**config.mk**
```make
export PLATFORM = sky130hd
export DESIGN_NAME = gat_feat_reader
export DESIGN_NICKNAME = d
export VERILOG_FILES = /design/src/rtl/gat_feat_reader.sv
export SDC_FILE = /design/constraint.sdc
export NUM_CORES = 1
export LEC_CHECK = 0
export BUFFER_PORTS_ARGS = -buffer_cell sky130_fd_sc_hd__buf_2
export CAP_MARGIN = 15
export CORE_MARGIN = 2
export CORE_UTILIZATION = 55
export CTS_CLUSTER_SIZE = 30
export DETAILED_ROUTE_END_ITERATION = 16
export PLACE_DENSITY_LB_ADDON = 0.25
export SLEW_MARGIN = 0
export SYNTH_ARGS = -nofsm -noshare
export SYNTH_HDL_FRONTEND = slang
export SYNTH_SLANG_ARGS = --single-unit
```
**constraint.sdc**
```tcl
create_clock -name clk -period 8.55 [get_ports clk]
set_clock_uncertainty 0.2 [all_clocks]
set_input_delay 0.855 -clock clk [delete_from_list [all_inputs] [get_ports clk]]
set_output_delay 0.855 -clock clk [all_outputs]
set_load 0.03 [all_outputs]
```
**src/rtl/gat_feat_reader.sv**
```systemverilog
`default_nettype none
// ============================================================================
//  Module      : gat_feat_reader
//  Description : Streams the whole GAT result buffer out of the feature BRAM
//                as an AXI-Stream-style word stream. Reads are credit-limited
//                so the output FIFO never overflows under any m_tready
//                pattern. When the FIFO is empty, a word returning from the
//                BRAM is presented straight on the output in the cycle it is
//                captured. This allows one word per cycle with a FIFO only
//                RD_LATENCY+1 deep.
//  Options     : GAT_FEAT_READER_ROWEND_EN - m_tuser flags the last word of
//                every row (index mod NUM_FEATURE_OUT == NUM_FEATURE_OUT-1).
//  Revision    : 1.0 - initial release
// ============================================================================
module gat_feat_reader #(
    parameter int NUM_SUBGRAPHS      = 2708,
    parameter int NUM_FEATURE_OUT    = 16,
    parameter int NEW_FEATURE_WIDTH  = 32,
    parameter int RD_LATENCY         = 2,
    parameter int NEW_FEATURE_DEPTH  = NUM_SUBGRAPHS * NUM_FEATURE_OUT,
    parameter int NEW_FEATURE_ADDR_W = $clog2(NEW_FEATURE_DEPTH),
    parameter int FIFO_DEPTH         = RD_LATENCY + 1
) (
    input  logic                          clk,
    input  logic                          rst_n,
    input  logic                          start,
    input  logic                          gat_ready,
    output logic [NEW_FEATURE_ADDR_W+1:0] feat_bram_addrb,
    input  logic [NEW_FEATURE_WIDTH-1:0]  feat_bram_dout,
    output logic [NEW_FEATURE_WIDTH-1:0]  m_tdata,
    output logic                          m_tvalid,
    input  logic                          m_tready,
    output logic                          m_tlast,
    output logic                          m_tuser,
    output logic                          busy,
    output logic                          done
);

    localparam int c_PTR_W = $clog2(FIFO_DEPTH);
    localparam int c_CNT_W = $clog2(FIFO_DEPTH + 1);
    localparam logic [NEW_FEATURE_ADDR_W-1:0] c_LAST_IDX = NEW_FEATURE_ADDR_W'(NEW_FEATURE_DEPTH - 1);
    localparam logic [c_PTR_W-1:0] c_PTR_MAX = c_PTR_W'(FIFO_DEPTH - 1);

    typedef enum logic [1:0] {
        S_IDLE     = 2'd0,
        S_WAIT_RDY = 2'd1,
        S_READ     = 2'd2,
        S_DRAIN    = 2'd3
    } state_t;

    state_t                        r_state;
    state_t                        w_state_nxt;
    logic [NEW_FEATURE_ADDR_W-1:0] r_idx;
    logic [RD_LATENCY-1:0]         r_vld;
    logic [RD_LATENCY-1:0]         r_last_pipe;
    logic [NEW_FEATURE_WIDTH-1:0]  r_mem [FIFO_DEPTH];
    logic [FIFO_DEPTH-1:0]         r_mem_last;
    logic [c_PTR_W-1:0]            r_wptr;
    logic [c_PTR_W-1:0]            r_rptr;
    logic [c_CNT_W-1:0]            r_cnt;
    logic                          r_done;

    logic               w_cap;
    logic               w_cap_last;
    logic               w_fifo_ne;
    logic               w_out_valid;
    logic               w_out_last;
    logic               w_hs;
    logic               w_push;
    logic               w_pop;
    logic               w_issue;
    logic               w_is_last_idx;
    logic [c_CNT_W-1:0] w_inflight;
    logic [c_CNT_W-1:0] w_occ;

    assign w_cap         = r_vld[RD_LATENCY-1];
    assign w_cap_last    = r_last_pipe[RD_LATENCY-1];
    assign w_fifo_ne     = (r_cnt != '0);
    assign w_out_valid   = w_fifo_ne | w_cap;
    assign w_out_last    = w_fifo_ne ? r_mem_last[r_rptr] : w_cap_last;
    assign w_hs          = w_out_valid & m_tready;
    assign w_pop         = w_fifo_ne & m_tready;
    // A captured word skips the FIFO only when the FIFO is empty and the sink takes it now
    assign w_push        = w_cap & (w_fifo_ne | ~m_tready);
    assign w_is_last_idx = (r_idx == c_LAST_IDX);
    assign w_occ         = r_cnt + w_inflight;
    // Credit check ignores a same-cycle pop so occupancy never exceeds FIFO_DEPTH
    assign w_issue       = (r_state == S_READ) && (w_occ < c_CNT_W'(FIFO_DEPTH));

    assign feat_bram_addrb = {r_idx, 2'b00};
    assign m_tvalid        = w_out_valid;
    assign m_tdata         = w_fifo_ne ? r_mem[r_rptr] : (w_cap ? feat_bram_dout : '0);
    assign m_tlast         = w_out_valid & w_out_last;
    assign done            = r_done;

    // Count reads currently travelling through the BRAM pipeline
    always_comb begin
        w_inflight = '0;
        for (int k = 0; k < RD_LATENCY; k++) begin
            w_inflight = w_inflight + c_CNT_W'(r_vld[k]);
        end
    end

    // Next-state and busy decode
    always_comb begin
        w_state_nxt = r_state;
        busy        = (r_state != S_IDLE);
        case (r_state)
            S_IDLE:     if (start)                     w_state_nxt = S_WAIT_RDY;
            S_WAIT_RDY: if (gat_ready)                 w_state_nxt = S_READ;
            S_READ:     if (w_issue && w_is_last_idx)  w_state_nxt = S_DRAIN;
            S_DRAIN:    if (w_hs && w_out_last)        w_state_nxt = S_IDLE;
            default:                                   w_state_nxt = S_IDLE;
        endcase
    end

    // State register, read index, done pulse and in-flight tracking
    always_ff @(posedge clk or negedge rst_n) begin
        if (!rst_n) begin
            r_state     <= S_IDLE;
            r_idx       <= '0;
            r_done      <= 1'b0;
            r_vld       <= '0;
            r_last_pipe <= '0;
        end else begin
            r_state        <= w_state_nxt;
            r_done         <= (r_state == S_DRAIN) && w_hs && w_out_last;
            r_vld[0]       <= w_issue;
            r_last_pipe[0] <= w_issue && w_is_last_idx;
            for (int k = 1; k < RD_LATENCY; k++) begin
                r_vld[k]       <= r_vld[k-1];
                r_last_pipe[k] <= r_last_pipe[k-1];
            end
            if (w_issue && !w_is_last_idx) begin
                r_idx <= r_idx + 1'b1;
            end else if ((r_state == S_DRAIN) && (w_state_nxt == S_IDLE)) begin
                r_idx <= '0;
            end
        end
    end

    // FIFO pointers, occupancy and last-flag storage
    always_ff @(posedge clk or negedge rst_n) begin
        if (!rst_n) begin
            r_wptr     <= '0;
            r_rptr     <= '0;
            r_cnt      <= '0;
            r_mem_last <= '0;
        end else begin
            if (w_push) begin
                r_mem_last[r_wptr] <= w_cap_last;
                r_wptr             <= (r_wptr == c_PTR_MAX) ? '0 : r_wptr + 1'b1;
            end
            if (w_pop) begin
                r_rptr <= (r_rptr == c_PTR_MAX) ? '0 : r_rptr + 1'b1;
            end
            r_cnt <= r_cnt + c_CNT_W'(w_push) - c_CNT_W'(w_pop);
        end
    end

    // FIFO data storage; contents are don't-care while the count is zero
    always_ff @(posedge clk) begin
        if (w_push) begin
            r_mem[r_wptr] <= feat_bram_dout;
        end
    end

`ifdef GAT_FEAT_READER_ROWEND_EN
    localparam int c_COL_W = (NUM_FEATURE_OUT > 1) ? $clog2(NUM_FEATURE_OUT) : 1;
    localparam logic [c_COL_W-1:0] c_COL_LAST = c_COL_W'(NUM_FEATURE_OUT - 1);

    logic [c_COL_W-1:0]    r_col;
    logic [RD_LATENCY-1:0] r_user_pipe;
    logic [FIFO_DEPTH-1:0] r_mem_user;
    logic                  w_row_end;

    assign w_row_end = (r_col == c_COL_LAST);
    assign m_tuser   = w_out_valid & (w_fifo_ne ? r_mem_user[r_rptr] : r_user_pipe[RD_LATENCY-1]);

    // Column position of the next issued word; the row-end flag rides with the read
    always_ff @(posedge clk or negedge rst_n) begin
        if (!rst_n) begin
            r_col       <= '0;
            r_user_pipe <= '0;
            r_mem_user  <= '0;
        end else begin
            r_user_pipe[0] <= w_issue && w_row_end;
            for (int k = 1; k < RD_LATENCY; k++) begin
                r_user_pipe[k] <= r_user_pipe[k-1];
            end
            if (w_push) begin
                r_mem_user[r_wptr] <= r_user_pipe[RD_LATENCY-1];
            end
            if (w_issue) begin
                r_col <= w_row_end ? '0 : r_col + 1'b1;
            end else if (r_state == S_IDLE) begin
                r_col <= '0;
            end
        end
    end
`else
    assign m_tuser = 1'b0;
`endif

endmodule
`default_nettype wire

```
Yosys cells after proc, flatten, opt, wreduce, memory -nomap -nowiden
Memory sizes are Yosys's and may differ from the RTL's.
Cells that the tools add are included.

cells by class
  add/subtract/negate cells = 7
  order comparisons = 4
  eq/ne operators = 6
  muxes and demuxes = 19
  bitwise gates (word level) = 7
  reductions and logical operators = 14

operator list
  operator                                              count
  two-way mux 32 bit                                    2
  two-way mux 16 bit                                    2
  adder 16 x 1 -> 16 bit (second input constant)        1
  equality test 16 bit (second input constant)          1
  two-way mux 2 bit                                     6
  equality test 2 bit (second input constant)           4
  logical AND 1 bit                                     8
  one-hot mux 2 bit (4 select lines)                    1
  < comparator 2 x 3 -> 1 bit (second input constant)   2
  nonzero test 2 bit                                    3
  two-way mux 1 bit                                     5
  adder 2 x 1 -> 2 bit (second input constant)          2
  bitwise AND 1 bit                                     4
  zero test 2 bit                                       2
  bitwise mux 3 bit                                     1
  adder 1 x 1 -> 2 bit                                  1
  adder 2 x 1 -> 2 bit                                  1
  adder 2 bit                                           1
  binary-select mux 1 bit (select 2 bit)                1
  demux 1 bit (select 2 bit)                            1
  equality test 2 x 1 -> 1 bit (second input constant)  1
  >= comparator 2 x 1 -> 1 bit (second input constant)  1
  < comparator 2 bit (second input constant)            1
  bitwise OR 1 bit                                      2
  other kinds (3)                                       3

storage, ports and cells
  bits in registers = 32
  RAM bits = 96
  output and inout port bits = 55
  logic and storage cells = 67
  memories kept = 1

memory list
  memory  depth  width  read ports  clocked after memory_dff  wr ports  RTL line  text
  r_mem   3      32     1           0                         1         56        logic [NEW_FEATURE_WIDTH-1:0] r_mem [FIFO_DEPTH];

Depth between registers and ports, before layout
Gate-level depths: netlist (run 1).

  word-level depth = 11
  mapped depth = 11
  mapped depth without buffers = 8

Least setup slack after synthesis (run 1)
OpenSTA, ideal clock, no wires.

  path kind = input port to flip-flop
  start = in m_tready
  end = reg r_mem_last[1]
  setup time = 0.125 ns
  data arrival time = 4.069 ns
  slack = 4.156 ns
  stages on the path = 4
  buffers on the path = 0
  cells stage by stage = nand2_1 nand2_1 nor3b_1 mux2_2

on the way
  cells in the longest elaborated chain, start to end = 3

RTL lines
  what                             RTL line  text
  from (decl)                      32        input logic m_tready,
  NOT 1 bit                        84        assign w_push = w_cap & (w_fifo_ne | ~m_tready);
  bitwise OR 1 bit                 84
  bitwise AND 1 bit                84
  to (signal, indexed assignment)  151       r_mem_last[r_wptr] <= w_cap_last;
  to (decl)                        57        logic [FIFO_DEPTH-1:0] r_mem_last;

Every way passes these cells.
A chain may end at the register's enable or synchronous reset.

Final worst setup path (run 1)
  start = reg r_rptr[0]
  end = out m_tdata[3]

on the way
  cells in the longest elaborated chain, start to end = 2

RTL lines
  what                    RTL line  text
  from (decl)             59        logic [c_PTR_W-1:0] r_rptr;
  from (signal assigned)  155       r_rptr <= (r_rptr == c_PTR_MAX) ? '0 : r_rptr + 1'b1;
  memory (3 x 32 bit)     n/a
  two-way mux 32 bit      92        assign m_tdata = w_fifo_ne ? r_mem[r_rptr] : (w_cap ? feat_bram_dout : '0);
  to (decl)               30        output logic [NEW_FEATURE_WIDTH-1:0] m_tdata,

Every way passes these cells.

==> results of run 1 <==
==> worst register-to-register path: cells and delay by family, from the launching register on <==
kind | cells | cell delay, ns
AO/OA/AOI/OAI | 2 | 0.67
XOR/XNOR | 1 | 0.18
adder cells (fa/ha/maj) | 1 | 0.42
buffers and inverters | 2 | 0.50
flip-flops | 1 | 0.66
AND/OR/NAND/NOR | 2 | 0.55
==> layout make-up <==
class / instances / share of cell area
repair buffers: 95 / 0.0765
clock inverters: 14 / 0.0176
inverters: 8 / 0.00530
well taps: 133 / 0.0252
multi-input cells: 269 / 0.254
clock buffers: 18 / 0.0633
flip-flops and latches: 128 / 0.558
==> power groups by stage <==
| stage | sequential, mW | clock, mW | combinational (mW) |
|---|---|---|---|
| floorplan | 0.962 | 0 | 0.814 |
| global placement | 1.01 | 0 | 1.04 |
| detailed placement | 1.01 | 0 | 1.06 |
| CTS | 1.00 | 0.650 | 1.07 |
| global route | 0.997 | 0.678 | 1.19 |
| finish | 0.977 | 0.639 | 1.10 |
==> cells by family after synthesis <==
group	after synthesis	synth area share
AO/OA/AOI/OAI	88	0.0915
XOR/XNOR	5	0.00795
adder cells (fa/ha/maj)	4	0.0105
buffers and inverters	37	0.0318
flip-flops	128	0.669
multiplexers	39	0.0718
other	1	0.000681
AND/OR/NAND/NOR	130	0.117
==> metal layers <==
layer | vias to the layer above | GRT usage | routed length, um
met5 | - | 0 | 0
met1 | 1841 | 0.287 | 4950
met3 | 11 | 0.0495 | 453
met4 | 0 | 0.0714 | 108
met2 | 106 | 0.344 | 5550
li1 | 1782 | - | -
==> flip-flops by register name (all words and copies together) (netlist names) <==
signal and count:
r_state 2, r_cnt 2, r_wptr 2, r_mem 96
r_mem_last 3, r_vld 2, r_rptr 2, done 1
r_idx 16, r_last_pipe 2
==> cell usage after synthesis, types with 3 or more instances <==
| cell | n |
|---|---|
| ha_1 | 3 |
| inv_1 | 7 |
| and4_1 | 3 |
| buf_1 | 4 |
| and2_1 | 3 |
| a211o_1 | 5 |
| dfrtp_1 | 32 |
| xnor2_1 | 3 |
| nor3_1 | 6 |
| o21ai_0 | 34 |
| mux2i_1 | 35 |
| nor3b_1 | 6 |
| edfxtp_1 | 96 |
| nand4_1 | 5 |
| nand2_1 | 17 |
| nand3_1 | 41 |
| nor2_1 | 38 |
| buf_2 | 4 |
| a21oi_1 | 36 |
| and3_1 | 4 |
| clkbuf_1 | 15 |
| buf_4 | 5 |
| mux2_2 | 4 |
==> through the flow <==
| step | hold WS (ns) | cell area [sq um] | instances |
|---|---|---|---|
| after global routing | 0.152 | 6610 | 665 |
| after global placement | 0.132 | 6050 | 632 |
| after detailed placement | 0.140 | 6050 | 632 |
| after floorplan | 0.131 | 5520 | 434 |
| final | 0.152 | 6610 | 665 |
| after CTS | 0.152 | 6590 | 664 |
==> worst paths after layout <==
path | startpoint | end | slack (ns) | cells after the start
worst max-delay path | r_rptr[0] | m_tdata[3] | 4.99 | 5
worst min-delay path | r_last_pipe[0] | r_last_pipe[1] | 0.15 | 0
worst max register to register | r_vld[1] | r_idx[5] | 5.26 | 8
worst min register to register | r_last_pipe[0] | r_last_pipe[1] | 0.15 | 0
max in group asynchronous | rst_n | r_rptr[0] | 7.46 | 1
min in group asynchronous | rst_n | r_idx[6] | 0.19 | 1
==> flow_summary.ini, run 1 <==
[outcome]
status = completed

[power]
switching_share = 0.423
power.static_leakage_nw = 2.70
sequentialPowerShare = 0.360
clockPowerShare = 0.235
peakVddDrop_uv = 187
power.share.combinational = 0.405
p_switching_mw = 1.15
powerDensity_nw_per_um2 = 411
cell_internal_pwr_mw = 1.57
power.total_mw = 2.71

[global_route]
first_global_vias = 3669
grt_first_pass_wirelength_um = 18100
grt_antenna_before_repair = 0
track_usage = 0.213
grt_start_max_net_pins = 69
grt-ovfl-total = 0

[sta]
fin_setup_tns_ns = 0
tightestPinTransition_ns = 1.05
setup_repair_after_global_routing_missed_its_margin = false
achievable-frequency_ghz = 0.281
setup_viol = 0
layout_min_cycle_time_ns = 3.56
finalHoldViolCount = 0
final_max_slew_viol_count = 0
fin_ws_ns = 4.99
maxSlewHeadroom = 0.299
portion_of_the_clock_cycle_consumed_by_the_worst_path_in_the_final_layout = 0.417

[clock_network]
cts.root.buffer_cell = clkbuf_8
clock_tree.htree_level_count = 4
clock-sinks = 128
cts_inserted_buffers = 17
cts.hold.buffers_added = 0
clkTransAtPathRegs_ns = 0.06
postCtsSetupRepairBufs = 0
max-clock-path-buffers = 2
worst_skew_pair.late_latency_ns = 0.51
cts-resized-gates = 0
tritoncts = done

[layout]
syn_to_final_growth_pct = 19.9
final_common_cell = edfxtp_1
multi_input_area_sq_um = 1680
area.sequential_sq_um = 3690
fillcell_total = 753
final_net_count = 560
layout_common_cells = 96 x edfxtp_1, 88 x buf_2, 41 x nand3_1, 37 x nor2_1, 36 x a21oi_1
layout_cell_share_with_drive_strength_beyond_1 = 0.258
antenna_cells_inserted = 0
post-route-util = 0.679

[setup_path]
critPathMaxFanout = 36
critical_path.endpoint_type = primary output
crit_chain = mux2i_1 > nor2_1 > a21oi_1 > o21ai_0 > buf_2
timing_worst_setup_path_type = register to primary output
cp_data_required_time_ns = 7.50
worstSetupStartpointType = register
critPathArrivalTime_ns = 2.51
critical_path_buf_inv_count = 1
critPathMaxStageDelay_ns = 1.06
cp_slowest_cell = dfrtp_2
critical-path-top-delay-family = flip-flops

[logic_synthesis]
synth_largest_type_area_fraction = 0.523
synthFlopType = edfxtp_1
synth_edf_count = 96
netlist-cell-type-count = 43
yosys.area.top_type = edfxtp_1
netlist_area_sq_um = 5510
postSynthCellCount = 432
post_synth_main_area_contributors = edfxtp_1 52%, dfrtp_1 15%, mux2i_1 6.4%
synthesis_stage_register_bit_count = 128
synth-seq-area-share = 0.669
yosysWarningCount = 0
syn_area_per_cell_sq_um = 12.7
async_reset_ff_frac = 0.250

[detailed_routing]
drt_drc_violations_left = 0
via_per_inst = 5.62
route.detailed.wl_per_inst_um = 16.6
postRouteWirelength_um = 11100
num_vias = 3740
first_iter_violations = 263
drtAntennaViolNets = 0
first_pass_iters = 5

[die]
floorplan.core_area_sq_um = 9730
dieArea_sq_um = 10800
start_util = 0.566
die_width_um = 104
y_dimension_of_the_die_um = 104
rows = 36
floorplan.io_pins = 92

[run]
timing.max_cap.violations = 0

[placed_design]
place.detailed.hpwl_um = 6890
gpl.final_weighted_congestion = 0.758
port_buffers = 88
detailedPlace.worstSlack_ns = 5.34

[hold_path]
worst_hold_path_type = register to register
Note: power is estimated with default switching activity, not from simulation.
==> run 2: changes to the inputs <==
- CORE_UTILIZATION: 55 -> 51
- clock period: 8.55 -> 2.9 ns (I/O delays scaled with it)
==> run 2 against run 1 <==
  * Die area rose by 7.5%
  * Cell area up 7.2%
  * Register-to-register slack lost 5.1 ns
  * Global-route usage is 0.49 points lower
  * Hold slack got worse by 0.0045 ns
  * Sequential power increased to 2.8 times the previous value
  * Non-clock buffer count grew 43
  * Worst setup slack worse by 4.8 ns
  * Combinational power rose to 3.2 times the previous value
  * Critical path type is now register to register
  * Largest cell class unchanged
==> flow_summary.ini, run 2 (synthesized netlist as in run 1, its figures left out) <==
[sta]
fin_ws_ns = 0.173
tightestPinTransition_ns = 0.713
portion_of_the_clock_cycle_consumed_by_the_worst_path_in_the_final_layout = 0.940
layout_min_cycle_time_ns = 2.73
finalHoldViolCount = 0
setup_repair_after_global_routing_missed_its_margin = false
setup_viol = 0
final_max_slew_viol_count = 0
achievable-frequency_ghz = 0.367
maxSlewHeadroom = 0.525

[setup_path]
critical_path.endpoint_type = register
timing_worst_setup_path_type = register to register
cp_data_required_time_ns = 3.09
r2r-start = r_cnt[0]
critPathArrivalTime_ns = 2.92
worstSetupStartpointType = register
critPathMaxFanout = 9
setup.worst_path.start = r_cnt[0]

[detailed_routing]
first_iter_violations = 227
route.detailed.wl_per_inst_um = 16.2
postRouteWirelength_um = 11500
first_pass_iters = 4
via_per_inst = 5.47
num_vias = 3891
drt_drc_violations_left = 0
drtAntennaViolNets = 0

[global_route]
grt-ovfl-total = 0
grt_first_pass_wirelength_um = 18500
grt_antenna_before_repair = 0
grt_start_max_net_pins = 39
track_usage = 0.208
first_global_vias = 3764

[layout]
final_net_count = 603
syn_to_final_growth_pct = 28.6
antenna_cells_inserted = 0
most_flops_register = r_mem
layout_common_cells = 96 x edfxtp_1, 88 x buf_2, 41 x nand3_1, 37 x nor2_1, 37 x dlygate4sd3_1
layout_cell_share_with_drive_strength_beyond_1 = 0.252
largest_register_ff_count = 96
final_common_cell = edfxtp_1
largestRegisters = r_mem: 96 flops, r_idx: 16 flops, r_mem_last: 3 flops
final_cell_area_sq_um = 7080

[placed_design]
place.detailed.hpwl_um = 6940
place_area_sq_um = 6130
detailedPlace.worstSlack_ns = 0.385
port_buffers = 88
gpl.final_weighted_congestion = 0.781

[clock_network]
worst_skew_pair.late_latency_ns = 0.51
cts.root.buffer_cell = clkbuf_8
cts_inserted_buffers = 17
tritoncts = done
clock_tree.htree_level_count = 4
clkTransAtPathRegs_ns = 0.06
max-clock-path-buffers = 2
cts-resized-gates = 0
clock-sinks = 128

[power]
power.share.combinational = 0.424
power.static_leakage_nw = 2.92
clockPowerShare = 0.248
sequentialPowerShare = 0.328
p_switching_mw = 3.45
powerDensity_nw_per_um2 = 1170
peakVddDrop_uv = 591
cell_internal_pwr_mw = 4.86
switching_share = 0.415

[die]
floorplan.io_pins = 92
y_dimension_of_the_die_um = 108
floorplan.core_area_sq_um = 10400
rows = 37
start_util = 0.529
die_width_um = 108
dieArea_sq_um = 11600

[run]
timing.max_cap.violations = 0

[hold_path]
worst_hold_path_type = register to register
worstHoldStart = r_last_pipe[0]

[outcome]
status = completed
-- run 2: cell types whose count changed in the layout (fill, tap and decap cells not counted) --
cell,previous run,this run
clkinv_1,2,0
inv_6,2,1
clkinv_4,4,5
nor3_2,1,0
buf_12,1,0
nor3b_2,2,0
bufinv_16,1,3
dlygate4sd3_1,0,37
clkinv_2,4,5
nor3_4,0,1
buf_4,6,13
nor3b_4,0,2
clkinvlp_4,2,1
-- run 2: what timing repair did --
item | 4_1_cts | 5_1_grt
endpoints found under the hold margin | 131 | 0
buffers inserted | 0 | 0
hold buffers | 37 | 0
-- run 2: power groups by stage --
stage               registers [mW]  clock network (mW)  logic (mW)
finish                        2.72                2.07        3.52
global route                  2.78                2.18        3.83
CTS                           2.72                2.10        3.54
detailed placement            2.76                   0        3.47
global placement              2.73                   0        3.40
floorplan                     2.83                   0        2.41
-- run 2: stage by stage --
| stage | hold slack [ns] | setup TNS (ns) | util | power (mW) | cells |
|---|---|---|---|---|---|
| after CTS | 0.148 | 0 | 0.680 | 8.36 | 711 |
| after global placement | 0.135 | 0 | 0.588 | 6.13 | 642 |
| after floorplan | -0.206 | -0.247 | - | 5.24 | 434 |
| after detailed placement | 0.136 | 0 | 0.588 | 6.23 | 642 |
| final | 0.147 | 0 | 0.680 | 8.31 | 711 |
| after global routing | 0.156 | 0 | 0.680 | 8.79 | 711 |
-- run 2: worst paths after layout --
path	endpoint	slack, ns	cells after the start
setup / recovery	r_state[0]	0.17	7
hold / removal	r_last_pipe[1]	0.15	0
setup reg to reg	r_state[0]	0.17	7
hold reg to reg	r_last_pipe[1]	0.15	0
max in group asynchronous	r_rptr[1]	1.82	2
min in group asynchronous	r_idx[11]	0.17	2
-- run 2: critical path, cell delays in order (launching register included) --
cell and delay [ns]:
dfrtp_1 0.42, inv_1 0.07, fa_1 0.37, xor2_1 0.15
o211a_1 0.32, and2_1 0.20, o32a_1 0.33, dlygate4sd3_1 0.55
-- run 2: layer usage --
layer | GRT usage | share of wire | vias to the layer above
met5 | 0 | 0 | -
met4 | 0.0668 | 0.0099 | 0
met2 | 0.351 | 0.51 | 101
li1 | - | - | 1869
met1 | 0.263 | 0.44 | 1908
met3 | 0.0545 | 0.041 | 13
-- run 2: area by class of cell --
type,instances,area [sq um]
Fill cell,777,3330
Multi-Input combinational cell,269,1700
Tap cell,136,170
Clock buffer,18,418
Inverter,8,35.0
Timing Repair Buffer,138,908
Clock inverter,14,166
Sequential cell,128,3690
